`src/rtl/fetch_stage.sv`:
```
// -----------------------------------------------------------------------------
// fetch_stage
//
// Instruction fetch stage of a 5-stage pipelined RV32I core. It owns the
// program counter (PCF) and the IF/ID pipeline register, and talks to
// instruction memory over a request/response port with variable latency.
// At most one memory request is outstanding at any time.
//
// Optional feature: define FETCH_PERF_EN to add the FetchCount/KillCount
// performance counters. Without the macro those ports do not exist.
//
// Ports:
//   clk          core clock, all state updates on the rising edge
//   reset_n      synchronous active-low reset
//   StallF       hazard unit: hold PCF
//   StallD       hazard unit: hold the IF/ID register
//   FlushD       hazard unit: turn the IF/ID register into a bubble
//   PCSrcE       execute stage: redirect fetch
//   PCTargetE    execute stage: redirect target address
//   imem_req     request valid (0 while reset_n is low)
//   imem_addr    request address (always PCF)
//   imem_ack     memory accepts the request this cycle
//   imem_rvalid  response data valid
//   imem_rdata   response instruction word
//   InstrD       decode-stage instruction
//   PCD          decode-stage PC
//   PCPlus4D     decode-stage PC + 4
//   ValidD       IF/ID holds a real instruction
//   FetchCount   (FETCH_PERF_EN) instructions loaded into IF/ID
//   KillCount    (FETCH_PERF_EN) responses / buffered words thrown away
// -----------------------------------------------------------------------------
module fetch_stage #(
    parameter logic [31:0] RESET_PC = 32'h0000_0000
) (
    input  logic        clk,
    input  logic        reset_n,
    input  logic        StallF,
    input  logic        StallD,
    input  logic        FlushD,
    input  logic        PCSrcE,
    input  logic [31:0] PCTargetE,
    output logic        imem_req,
    output logic [31:0] imem_addr,
    input  logic        imem_ack,
    input  logic        imem_rvalid,
    input  logic [31:0] imem_rdata,
    output logic [31:0] InstrD,
    output logic [31:0] PCD,
    output logic [31:0] PCPlus4D,
    output logic        ValidD
`ifdef FETCH_PERF_EN
    ,
    output logic [31:0] FetchCount,
    output logic [31:0] KillCount
`endif
);

    localparam logic [31:0] NOP = 32'h0000_0013;

    // REQ : request PCF, waiting for the ack
    // WAIT: request accepted, waiting for the response
    // HOLD: response captured in the hold buffer because the pipe was stalled
    // KILL: a response is still in flight but its address was redirected away
    typedef enum logic [1:0] {
        S_REQ  = 2'd0,
        S_WAIT = 2'd1,
        S_HOLD = 2'd2,
        S_KILL = 2'd3
    } state_t;

    state_t      state_q, state_d;
    logic [31:0] pcf_q, pcf_d;
    logic [31:0] hold_q, hold_d;
    logic [31:0] instrd_q, instrd_d;
    logic [31:0] pcd_q, pcd_d;
    logic [31:0] pcplus4d_q, pcplus4d_d;
    logic        validd_q, validd_d;

    logic [31:0] pcf_plus4;
    logic        go;            // both stall inputs low: the word may move on
    logic        deliver;       // an instruction is handed to IF/ID this cycle
    logic [31:0] deliver_instr;

    assign pcf_plus4 = pcf_q + 32'd4;   // wraps modulo 2^32
    assign go        = !StallF && !StallD;

    // ---------------------------------------------------------------------
    // Fetch FSM: next state, next PC and the hold buffer
    // ---------------------------------------------------------------------
    always_comb begin
        state_d       = state_q;
        pcf_d         = pcf_q;
        hold_d        = hold_q;
        deliver       = 1'b0;
        deliver_instr = hold_q;

        case (state_q)
            S_REQ: begin
                if (PCSrcE) begin
                    pcf_d = PCTargetE;
                    // An accepted request now fetches a stale address.
                    if (imem_ack) state_d = S_KILL;
                end else if (imem_ack) begin
                    state_d = S_WAIT;
                end
            end
            S_WAIT: begin
                if (PCSrcE) begin
                    pcf_d   = PCTargetE;
                    state_d = imem_rvalid ? S_REQ : S_KILL;
                end else if (imem_rvalid) begin
                    if (go) begin
                        deliver       = 1'b1;
                        deliver_instr = imem_rdata;
                        pcf_d         = pcf_plus4;
                        state_d       = S_REQ;
                    end else begin
                        hold_d  = imem_rdata;
                        state_d = S_HOLD;
                    end
                end
            end
            S_HOLD: begin
                if (PCSrcE) begin
                    pcf_d   = PCTargetE;
                    state_d = S_REQ;
                end else if (go) begin
                    deliver       = 1'b1;
                    deliver_instr = hold_q;
                    pcf_d         = pcf_plus4;
                    state_d       = S_REQ;
                end
            end
            S_KILL: begin
                if (PCSrcE) pcf_d = PCTargetE;
                if (imem_rvalid) state_d = S_REQ;
            end
            default: state_d = S_REQ;
        endcase
    end

    // ---------------------------------------------------------------------
    // IF/ID register: FlushD > StallD > load > bubble
    // ---------------------------------------------------------------------
    always_comb begin
        instrd_d   = instrd_q;
        pcd_d      = pcd_q;
        pcplus4d_d = pcplus4d_q;
        validd_d   = validd_q;

        if (FlushD) begin
            // PC fields keep their old value so the flushed slot is deterministic.
            instrd_d = NOP;
            validd_d = 1'b0;
        end else if (StallD) begin
            // hold everything
        end else if (deliver) begin
            instrd_d   = deliver_instr;
            pcd_d      = pcf_q;
            pcplus4d_d = pcf_plus4;
            validd_d   = 1'b1;
        end else begin
            instrd_d = NOP;
            validd_d = 1'b0;
        end
    end

    always_ff @(posedge clk) begin
        if (!reset_n) begin
            state_q    <= S_REQ;
            pcf_q      <= RESET_PC;
            hold_q     <= '0;
            instrd_q   <= NOP;
            pcd_q      <= '0;
            pcplus4d_q <= '0;
            validd_q   <= 1'b0;
        end else begin
            state_q    <= state_d;
            pcf_q      <= pcf_d;
            hold_q     <= hold_d;
            instrd_q   <= instrd_d;
            pcd_q      <= pcd_d;
            pcplus4d_q <= pcplus4d_d;
            validd_q   <= validd_d;
        end
    end

    // The request is gated by reset_n so memory never sees a request while
    // the core is held in reset.
    assign imem_req  = reset_n && (state_q == S_REQ);
    assign imem_addr = pcf_q;

    assign InstrD   = instrd_q;
    assign PCD      = pcd_q;
    assign PCPlus4D = pcplus4d_q;
    assign ValidD   = validd_q;

`ifdef FETCH_PERF_EN
    // ---------------------------------------------------------------------
    // Performance counters
    // ---------------------------------------------------------------------
    logic [31:0] fetch_cnt_q, fetch_cnt_d;
    logic [31:0] kill_cnt_q, kill_cnt_d;
    logic        fetch_evt;
    logic        kill_evt;

    // A delivered word only counts if the flush did not swallow it.
    assign fetch_evt = deliver && !FlushD;
    assign kill_evt  = ((state_q == S_KILL) && imem_rvalid) ||
                       ((state_q == S_WAIT) && imem_rvalid && PCSrcE) ||
                       ((state_q == S_HOLD) && PCSrcE);

    always_comb begin
        fetch_cnt_d = fetch_cnt_q;
        kill_cnt_d  = kill_cnt_q;
        if (fetch_evt) fetch_cnt_d = fetch_cnt_q + 32'd1;
        if (kill_evt)  kill_cnt_d  = kill_cnt_q + 32'd1;
    end

    always_ff @(posedge clk) begin
        if (!reset_n) begin
            fetch_cnt_q <= '0;
            kill_cnt_q  <= '0;
        end else begin
            fetch_cnt_q <= fetch_cnt_d;
            kill_cnt_q  <= kill_cnt_d;
        end
    end

    assign FetchCount = fetch_cnt_q;
    assign KillCount  = kill_cnt_q;
`endif

endmodule

```
`config.mk`:
```
export PLATFORM = sky130hd
export DESIGN_NAME = fetch_stage
export DESIGN_NICKNAME = d
export VERILOG_FILES = /design/src/rtl/fetch_stage.sv
export SDC_FILE = /design/constraint.sdc
export NUM_CORES = 1
export LEC_CHECK = 0
export ABC_AREA = 1
export BUFFER_PORTS_ARGS = -buffer_cell sky130_fd_sc_hd__buf_4
export CORE_ASPECT_RATIO = 1.25
export CORE_UTILIZATION = 50
export DETAILED_ROUTE_END_ITERATION = 8
export PLACE_DENSITY = 0.75
export SETUP_SLACK_MARGIN = 0.2
export SYNTH_ARGS = -nofsm -noshare
export SYNTH_HDL_FRONTEND = slang
export SYNTH_SLANG_ARGS = --single-unit
```
`constraint.sdc`:
```
create_clock -name clk -period 2 [get_ports clk]
set_input_delay 0.1 -clock clk [delete_from_list [all_inputs] [get_ports clk]]
set_output_delay 0.1 -clock clk [all_outputs]
set_load 0.005 [all_outputs]
```
==> metrics, run 1 <==
crit-path max FO 7; Async SR Flop Fraction 0; DRT antenna net count 0; dpl hpwl 14.2 mm; setup TNS 0 ps; CP endpoint kind register; Initial Utilization 0.513; clk_skew 7.13 ps; worst slew margin relative to its limit 0.336; Startpoint Class register; slack of the critical path 268 ps; Post-Route WL 22.5 mm; mux cell area share after synthesis 0; Setup Viol. Count Final 0; Non-Filler Instances 1435; vias per cell 5.25; die width 109 um; worst hold slack 38.2 ps; Filler cells 1096; Syn-to-layout area delta 43.2%; Post-synth EDFFs 0; largest net degree at the start of global routing between 100 and 150; met1 Track Usage GR 0.328; most frequent cells after synthesis a21oi_1 (162), dfxtp_1 (161), nand2_1 (161); adder-cell share of the synthesized area 0.0105; area of the multi-input gates ~0.0033 mm^2; Clock Pin Slew Worst Setup and Hold Paths 60 ps; Antenna Cells 0; Most used DFF post-synth dfxtp_1; Worst EP required 2370 ps; initial DRC count 653; first-pass GRT wire length 32.5 mm; dpl cell area 0.00873 mm^2; Syn Inst Count 1003; number of instances in the placed design 1332; Final Util 0.735; # IOs just over 200; Total GRT Usage 0.287; core area about 0.014 mm^2; Design Power between 9 and 10 mW; worst hold-check path type primary input to register; count leader, synth a21oi_1; crit path time final 1730 ps; Setup CP Type register to register; residual DRC count 0; XOR/XNOR Fraction of Synth Area 0.0184; Synth Cell Area 0.00712 mm^2; Compound-Gate Fraction of Synth Area 0.231; Critical Path AT 2100 ps; Place WS around 190 ps; GRT overflow 0; Reg area about 0.0032 mm^2; IO Port Bufs 201; die height 135 um; CTS tree done; Tcrit/Tclk final 0.866; proportion of synthesized chip area in sequential cells 0.453; H-Tree Depth 4; initial antenna violation count 0; post-synth top area cell dfxtp_1; post-synthesis register bit count roughly 160; largest family of logic cells by synthesized area compound AO/OA/AOI/OAI gates; wire length per cell around 16 um; Num CTS Buffers 17; syn avg cell area 7.10 um^2; vias in the first global route between 6000 and 7000; via count ~7500; met3 Use GR 0.0630; LEAKAGE 4.66 nW; post-route design area 0.0102 mm^2; Synth top area share 0.453; num rows 48; first drt pass iteration count 5; Pwr per Cell Area ~950 mW/mm^2; top cells by area, synth dfxtp_1 (45%), a21oi_1 (11%), o21ai_0 (10%), nand2_1 (8.5%), nor2_1 (7.4%); CTS Buffer Depth 2; layout cells sized above 1 0.230; net count after synthesis 1081; FMAX between 500 and 600 MHz; layer with the highest usage met2; synth warn 0; NumNets Final about 1300; simple-gate share of the synthesized area 0.192; Hold Vio Cnt, Final 0; Peak VDD IR around 0.00055 V; GR Util met2 0.503; Max Cap Viol 0; Clock Latency Late Sink 420 ps; Clock Root Buffer clkbuf_16; Max Slew Vio Count 0; die area 0.0147 mm^2; RSZ-0062 raised after global routing true; outcome finished, final reports clean; # clock sinks 161; Least-Margin Pin Slew 995 ps; routability cong. 0.925; Yosys cell types 29
## final timing paths
check	startpoint	to	slack, ps	cells after the start
setup / recovery	state_q[0]	PCPlus4D[15]	270	12
hold / removal	PCSrcE	imem_addr[0]	40	3
setup reg to reg	state_q[0]	PCPlus4D[15]	270	12
hold reg to reg	ValidD	ValidD	470	2
## area by class of cell
| type | count | share of cell area |
|---|---|---|
| clock inverters | 11 | 0.0128 |
| inverters | 95 | 0.0355 |
| well taps | 175 | 0.0215 |
| multi-input cells | 685 | 0.323 |
| repair buffers | 288 | 0.246 |
| flip-flops and latches | 161 | 0.317 |
| clock buffers | 20 | 0.0448 |
## metal layers
layer / routed length [um] / part of all wire
met5: 0 / 0
met4: 706 / 0.031
met3: 1580 / 0.070
met2: 11400 / 0.50
met1: 8840 / 0.39
## state kept, by name, indices dropped and copies added (netlist names)
signal and cells:
InstrD 32, PCD 32, PCPlus4D 30, ValidD 1, hold_q 32, imem_addr 32, state_q 2
## critical path: stages, from the launching register on
cell       delay [ps]
dfxtp_2           350
inv_2              70
ha_4              280
nand2_2            60
inv_2              80
nand3_4           100
nor2_8            150
buf_4             160
clkbuf_16         150
nor2_1             40
nor2_1             90
o21ai_0            90
inv_1              60
## cell usage in the layout, fill, tap and decap left out, types with 5 or more instances in the layout
cell / instances
buf_4: 211
a21oi_1: 162
dlygate4sd3_1: 62
dfxtp_1: 157
o21ai_0: 142
nand2_1: 159
inv_2: 6
nor2_1: 136
nor2_4: 6
inv_1: 88
nand3_1: 21
xor2_1: 13
o21ai_1: 18
ha_1: 5
clkbuf_16: 22
nor2_2: 5
buf_12: 7
## cell families after synthesis
group / after synthesis
AND/OR/NAND/NOR: 336
AO/OA/AOI/OAI: 327
flip-flops: 161
buffers and inverters: 158
XOR/XNOR: 15
adder cells (fa/ha/maj): 6
## repair_timing
action / 4_1_cts / 5_1_grt
cloned: 0 / 6
hold endpoints to repair: 62 / 0
setup endpoints to repair: 9 / 126
setup buffers: 0 / 4
pin swaps: 1 / 3
hold buffers: 62 / 0
gates resized for setup: 3 / 26
## power by group
group	switching [mW]	internal (mW)
registers	0.391	3.54
clock network	1.32	1.91
logic	1.44	1.05
Note: power is estimated with default switching activity, not from simulation.
==> run 2: changes to the inputs <==
Settings changed: CORE_ASPECT_RATIO 1.25 to 0.9.
==> run 2 against run 1 <==
Effect of this change: global-route usage rose by 1.2 points; total power rose by 3.2%; cell area rose by 1.7%; critical path type unchanged; critical endpoint is now PCPlus4D[12]; largest cell class unchanged.
==> metrics, run 2 (synthesized netlist as in run 1, its figures left out) <==
IO Port Bufs ~200; worst slew margin relative to its limit 0.286; Reg2Reg Setup Slack roughly 180 ps; CP Cell Sequence inv_4, ha_4, nand2_2, inv_2, nand3_4, nor2_8, buf_12, inv_2, buf_4, nor2_1, nor2_1; setup TNS 0 ps; Setup CP Type register to register; clk_skew approximately 9.5 ps; initial DRC count 825; r2r endpoint PCPlus4D[12]; Antenna Cells 0; Max Slew Vio Count 0; Total GRT Usage 0.299; layout cells sized above 1 0.251; Crit. Startpoint state_q[0]; Clock Root Buffer clkbuf_16; commonest cells after routing, fill and taps aside buf_4 (216), a21oi_1 (162), nand2_1 (159); largest net degree at the start of global routing 111; most common cell after layout, fill and taps aside buf_4; core area 0.0136 mm^2; crit-path max FO 10; Filler cells ~1000; residual DRC count 0; wire length per cell 16.2 um; first drt pass iteration count 6; Tcrit/Tclk final 0.912; Reg-to-Reg Start state_q[0]; Num CTS Buffers 17; Largest stage delay, worst path 370 ps; crit path time final 1820 ps; DRT antenna net count 0; Worst EP required approximately 2300 ps; Least-Margin Pin Slew 1070 ps; RSZ-0062 raised after global routing true; # clock sinks about 160; Clock Latency Late Sink 430 ps; Initial Utilization 0.523; GRT overflow 0; NumNets Final 1334; Hold Vio Cnt, Final 0; Max Cap Viol 0; outcome finished, final reports clean; CP endpoint kind register; number of instances in the placed design between 1000 and 1500; die width 128 um; Reg2Reg Depth 11; CTS Buffer Depth 2; slowest CP cell dfxtp_4; Critical Path AT 2140 ps; initial antenna violation count 0; num rows 40; Pwr per Cell Area slightly below 1000 mW/mm^2; Clock Pin Slew Worst Setup and Hold Paths 60 ps; dpl hpwl 14.4 mm; CTS tree done; die height 115 um; worst hold-check path type primary input to register; Non-Filler Instances 1458; Peak VDD IR 0.000713 V; H-Tree Depth 4; die area 0.0147 mm^2; FMAX 548 MHz; LEAKAGE about 4.7 nW; # IOs 202; vias per cell between 5 and 6; Setup Viol. Count Final 0; Syn-to-layout area delta 45.6%; routability cong. 0.936; first-pass GRT wire length 34.3 mm; vias in the first global route 6764; Startpoint Class register; via count around 7700; Post-Route WL 23.7 mm; CP endpoint PCPlus4D[12]
-- run 2: worst max-delay path: cells and delay by family (launching register included) --
kind	cells	cell delay, ps
buffers and inverters	5	500
and+or+nand+nor	5	570
DFF	1	370
adders and majority gates	1	260
-- run 2: how the worst min path moves through the flow --
| stage | from | to | slack [ps] | depth (start not counted) |
|---|---|---|---|---|
| 2_1_floorplan | FlushD | InstrD[0] | 230 | 2 |
| 3_3_place_gp | PCTargetE[1] | imem_addr[1] | 330 | 3 |
| 3_5_place_dp | PCTargetE[0] | imem_addr[0] | 330 | 3 |
| 4_1_cts | FlushD | InstrD[4] | 2 | 3 |
| 5_1_grt | FlushD | InstrD[4] | 20 | 3 |
| 6_report | FlushD | InstrD[4] | 10 | 3 |
-- run 2: final cells by class --
| class | instances | area [um^2] | share of cell area |
|---|---|---|---|
| repair buffers | 297 | 2580 | 0.249 |
| inverters | 95 | 364 | 0.0351 |
| multi-input cells | 684 | 3320 | 0.321 |
| well taps | 189 | 236 | 0.0228 |
| clock buffers | 22 | 464 | 0.0448 |
| clock inverters | 10 | 158 | 0.0152 |
| flip-flops and latches | 161 | 3240 | 0.312 |
-- run 2: power breakdown --
part,switching (mW),internal [mW]
clock,1.31,2.15
sequential,0.426,3.56
combinational,1.47,1.04
-- run 2: timing repair --
action	in CTS	in global routing
hold endpoints to repair	60	1
pin swaps	0	3
setup buffers	0	7
gates resized for setup	3	58
setup endpoints to repair	41	124
hold buffers	62	1
gates cloned	0	6
-- run 2: metal layers --
| metal | global-route usage | up-vias | part of all wire | routed length (um) |
|---|---|---|---|---|
| met3 | 0.0665 | 47 | 0.090 | 2140 |
| met5 | 0 | - | 0 | 0 |
| met4 | 0.104 | 0 | 0.024 | 577 |
| li1 | - | 3755 | - | - |
| met2 | 0.453 | 374 | 0.44 | 10400 |
| met1 | 0.420 | 3571 | 0.45 | 10500 |
-- run 2: metrics by stage --
step	hold slack, ps	cell area (um^2)	worst slack (ps)	util	power [mW]
CTS	2.39	9990	163	0.734	9.69
global placement	327	8740	185	0.642	6.13
global route	16.1	10400	116	0.762	10.3
detailed placement	331	8740	111	0.642	6.16
floorplan	232	7120	372	-	5.12
finish	14.6	10400	177	0.762	9.95
==> run 3: changes to the inputs <==
Settings changed: BUFFER_PORTS_ARGS -buffer_cell sky130_fd_sc_hd__buf_4 to -buffer_cell sky130_fd_sc_hd__buf_2, CORE_MARGIN set to 10.
==> run 3 against run 2 <==
Effect of this change: total power shrank 2.4%; clock-buffer cell count is 1 higher; core utilization fell by 5.9 points; maximum frequency increased by 3.2%; register-to-register slack gained 60 ps; hold slack improved by 5.0 ps; combinational power down 5%; first-iteration DRC count decreased by 22%; setup slack better by 57 ps; critical endpoint is now PCD[9].
==> metrics, run 3 (synthesized netlist as in run 1, its figures left out) <==
outcome finished, final reports clean; Clock Power Share 0.348; Critical Path AT 2120 ps; dpl hpwl roughly 16 mm; Filler cells 1179; Pwr per Cell Area around 990 mW/mm^2; Max Slew Vio Count 0; routability cong. 0.896; initial antenna violation count 1; Setup CP Type register to register; GRT overflow 0; residual DRC count 0; NumNets Final ~1300; post-route design area 0.00984 mm^2; vias in the first global route 6955; switching share of power 0.325; wire length per cell 17.1 um; Reg2Reg Setup Slack 230 ps; Syn-to-layout area delta 38.1%; Crit path max-delay family buffers and inverters; worst slew margin relative to its limit 0.506; Clock Root Buffer clkbuf_16; FMAX 566 MHz; # clock sinks between 150 and 200; Tcrit/Tclk final 0.883; commonest cells after routing, fill and taps aside buf_2 (201), a21oi_1 (162), nand2_1 (158); CP endpoint kind register; via count ~7600; Peak VDD IR 0.000633 V; RSZ-0062 raised after global routing true; Setup Viol. Count Final 0; dpl cell area 0.00826 mm^2; largest net degree at the start of global routing 82; CP Cell Sequence inv_4, ha_4, nand2_4, inv_4, nand3_4, nor2_8, buf_12, buf_12, clkbuf_16, o21ai_1, a21oi_1; Clock Pin Slew Worst Setup and Hold Paths 60 ps; Flop pwr share 0.406; Internal 6.56 mW; Total GRT Usage 0.231; Least-Margin Pin Slew 741 ps; CTS tree done; Largest stage delay, worst path roughly 380 ps; # IOs 202; IO Port Bufs 201; num rows 41; first drt pass iteration count 5; vias per cell 5.23; layout cells sized above 1 0.243; Num CTS Buffers 17; Startpoint Class register; H-Tree Depth 4; DRT antenna net count 0; CTS Buffer Depth 2; slowest CP cell dfxtp_4; LEAKAGE 4.66 nW; Max Cap Viol 0; power share of the combinational group 0.246; first-pass GRT wire length 36.9 mm; initial DRC count 642; Hold Vio Cnt, Final 0; die area 0.0194 mm^2; P_sw 3.16 mW; worst hold-check path type primary input to register; worst hold slack 19.6 ps; Worst EP required 2360 ps; Post-Route WL 24.9 mm; die height between 100 and 150 um; most common cell after layout, fill and taps aside buf_2; Initial Utilization 0.509; setup TNS 0 ps; crit-path max FO 7; Final Util 0.702; core area 0.0140 mm^2; crit path time final 1770 ps; clk_skew 8.84 ps; Clock Latency Late Sink 420 ps; die width approximately 150 um; Worst Path Buf+Inv 5
==> run 3: changes by cell type in the layout (fill, tap and decap cells not counted), moves of 3 or more <==
cell and delta:
dlygate4sd3_1 -6, o21ai_1 +12, dfxtp_2 -5, buf_4 -198, dfxtp_1 +4, buf_2 +200
o21ai_2 -11, inv_2 -3, nor2_4 +4, inv_4 +3, nor2_2 -5
==> run 3: cell type report <==
class	count	area [um^2]	share of cell area
Antenna cell	1	2.50	0.000254
Clock buffer	23	488	0.0496
Clock inverter	9	129	0.0131
Inverter	95	372	0.0378
Multi-Input combinational cell	684	3320	0.338
Sequential cell	161	3240	0.329
Tap cell	193	241	0.0245
Timing Repair Buffer	294	2040	0.208
==> run 3: repair_timing <==
item / in CTS / in global routing
endpoints found under the setup margin: 52 / 120
endpoints found under the hold margin: 57 / 0
gates resized for setup: 5 / 42
pin swaps: 0 / 9
buffers inserted: 0 / 7
cloned: 0 / 9
hold buffers: 57 / 0
==> run 3: power groups by stage <==
stage | Combinational, mW | Sequential (mW) | Clock [mW]
6_report | 2.39 | 3.95 | 3.38
3_3_place_gp | 2.03 | 3.95 | 0
3_5_place_dp | 2.06 | 3.96 | 0
2_1_floorplan | 1.21 | 3.91 | 0
4_1_cts | 2.17 | 3.89 | 3.41
5_1_grt | 2.61 | 4.00 | 3.56
==> run 3: per-stage QoR <==
| stage | instances | power (mW) | setup slack, ps |
|---|---|---|---|
| 6_report | 1460 | 9.72 | 233 |
| 3_3_place_gp | 1354 | 5.99 | 181 |
| 2_1_floorplan | 1003 | 5.12 | 372 |
| 4_1_cts | 1443 | 9.48 | 171 |
| 3_5_place_dp | 1354 | 6.02 | 145 |
| 5_1_grt | 1460 | 10.2 | 136 |
==> run 3: worst register-to-register path, delay by kind of cell, from the launching register on <==
kind,cells,cell delay (ps)
AOI/OAI and AO/OA,2,190
adders and majority gates,1,270
buffers and inverters,5,540
DFF,1,380
and+or+nand+nor,3,320
==> run 3: per-layer routing <==
layer	GRT usage	up-vias	part of all wire
met1	0.313	3452	0.44
met3	0.0575	54	0.095
li1	-	3747	-
met5	0	-	0
met4	0.0836	0	0.028
met2	0.348	376	0.44
==> run 3: worst paths after layout <==
check,from,endpoint,cells past startpoint
max,state_q[0],PCD[9],11
min,PCTargetE[31],imem_addr[31],3
max reg2reg,state_q[0],PCD[9],11
min reg2reg,InstrD[7],InstrD[7],2
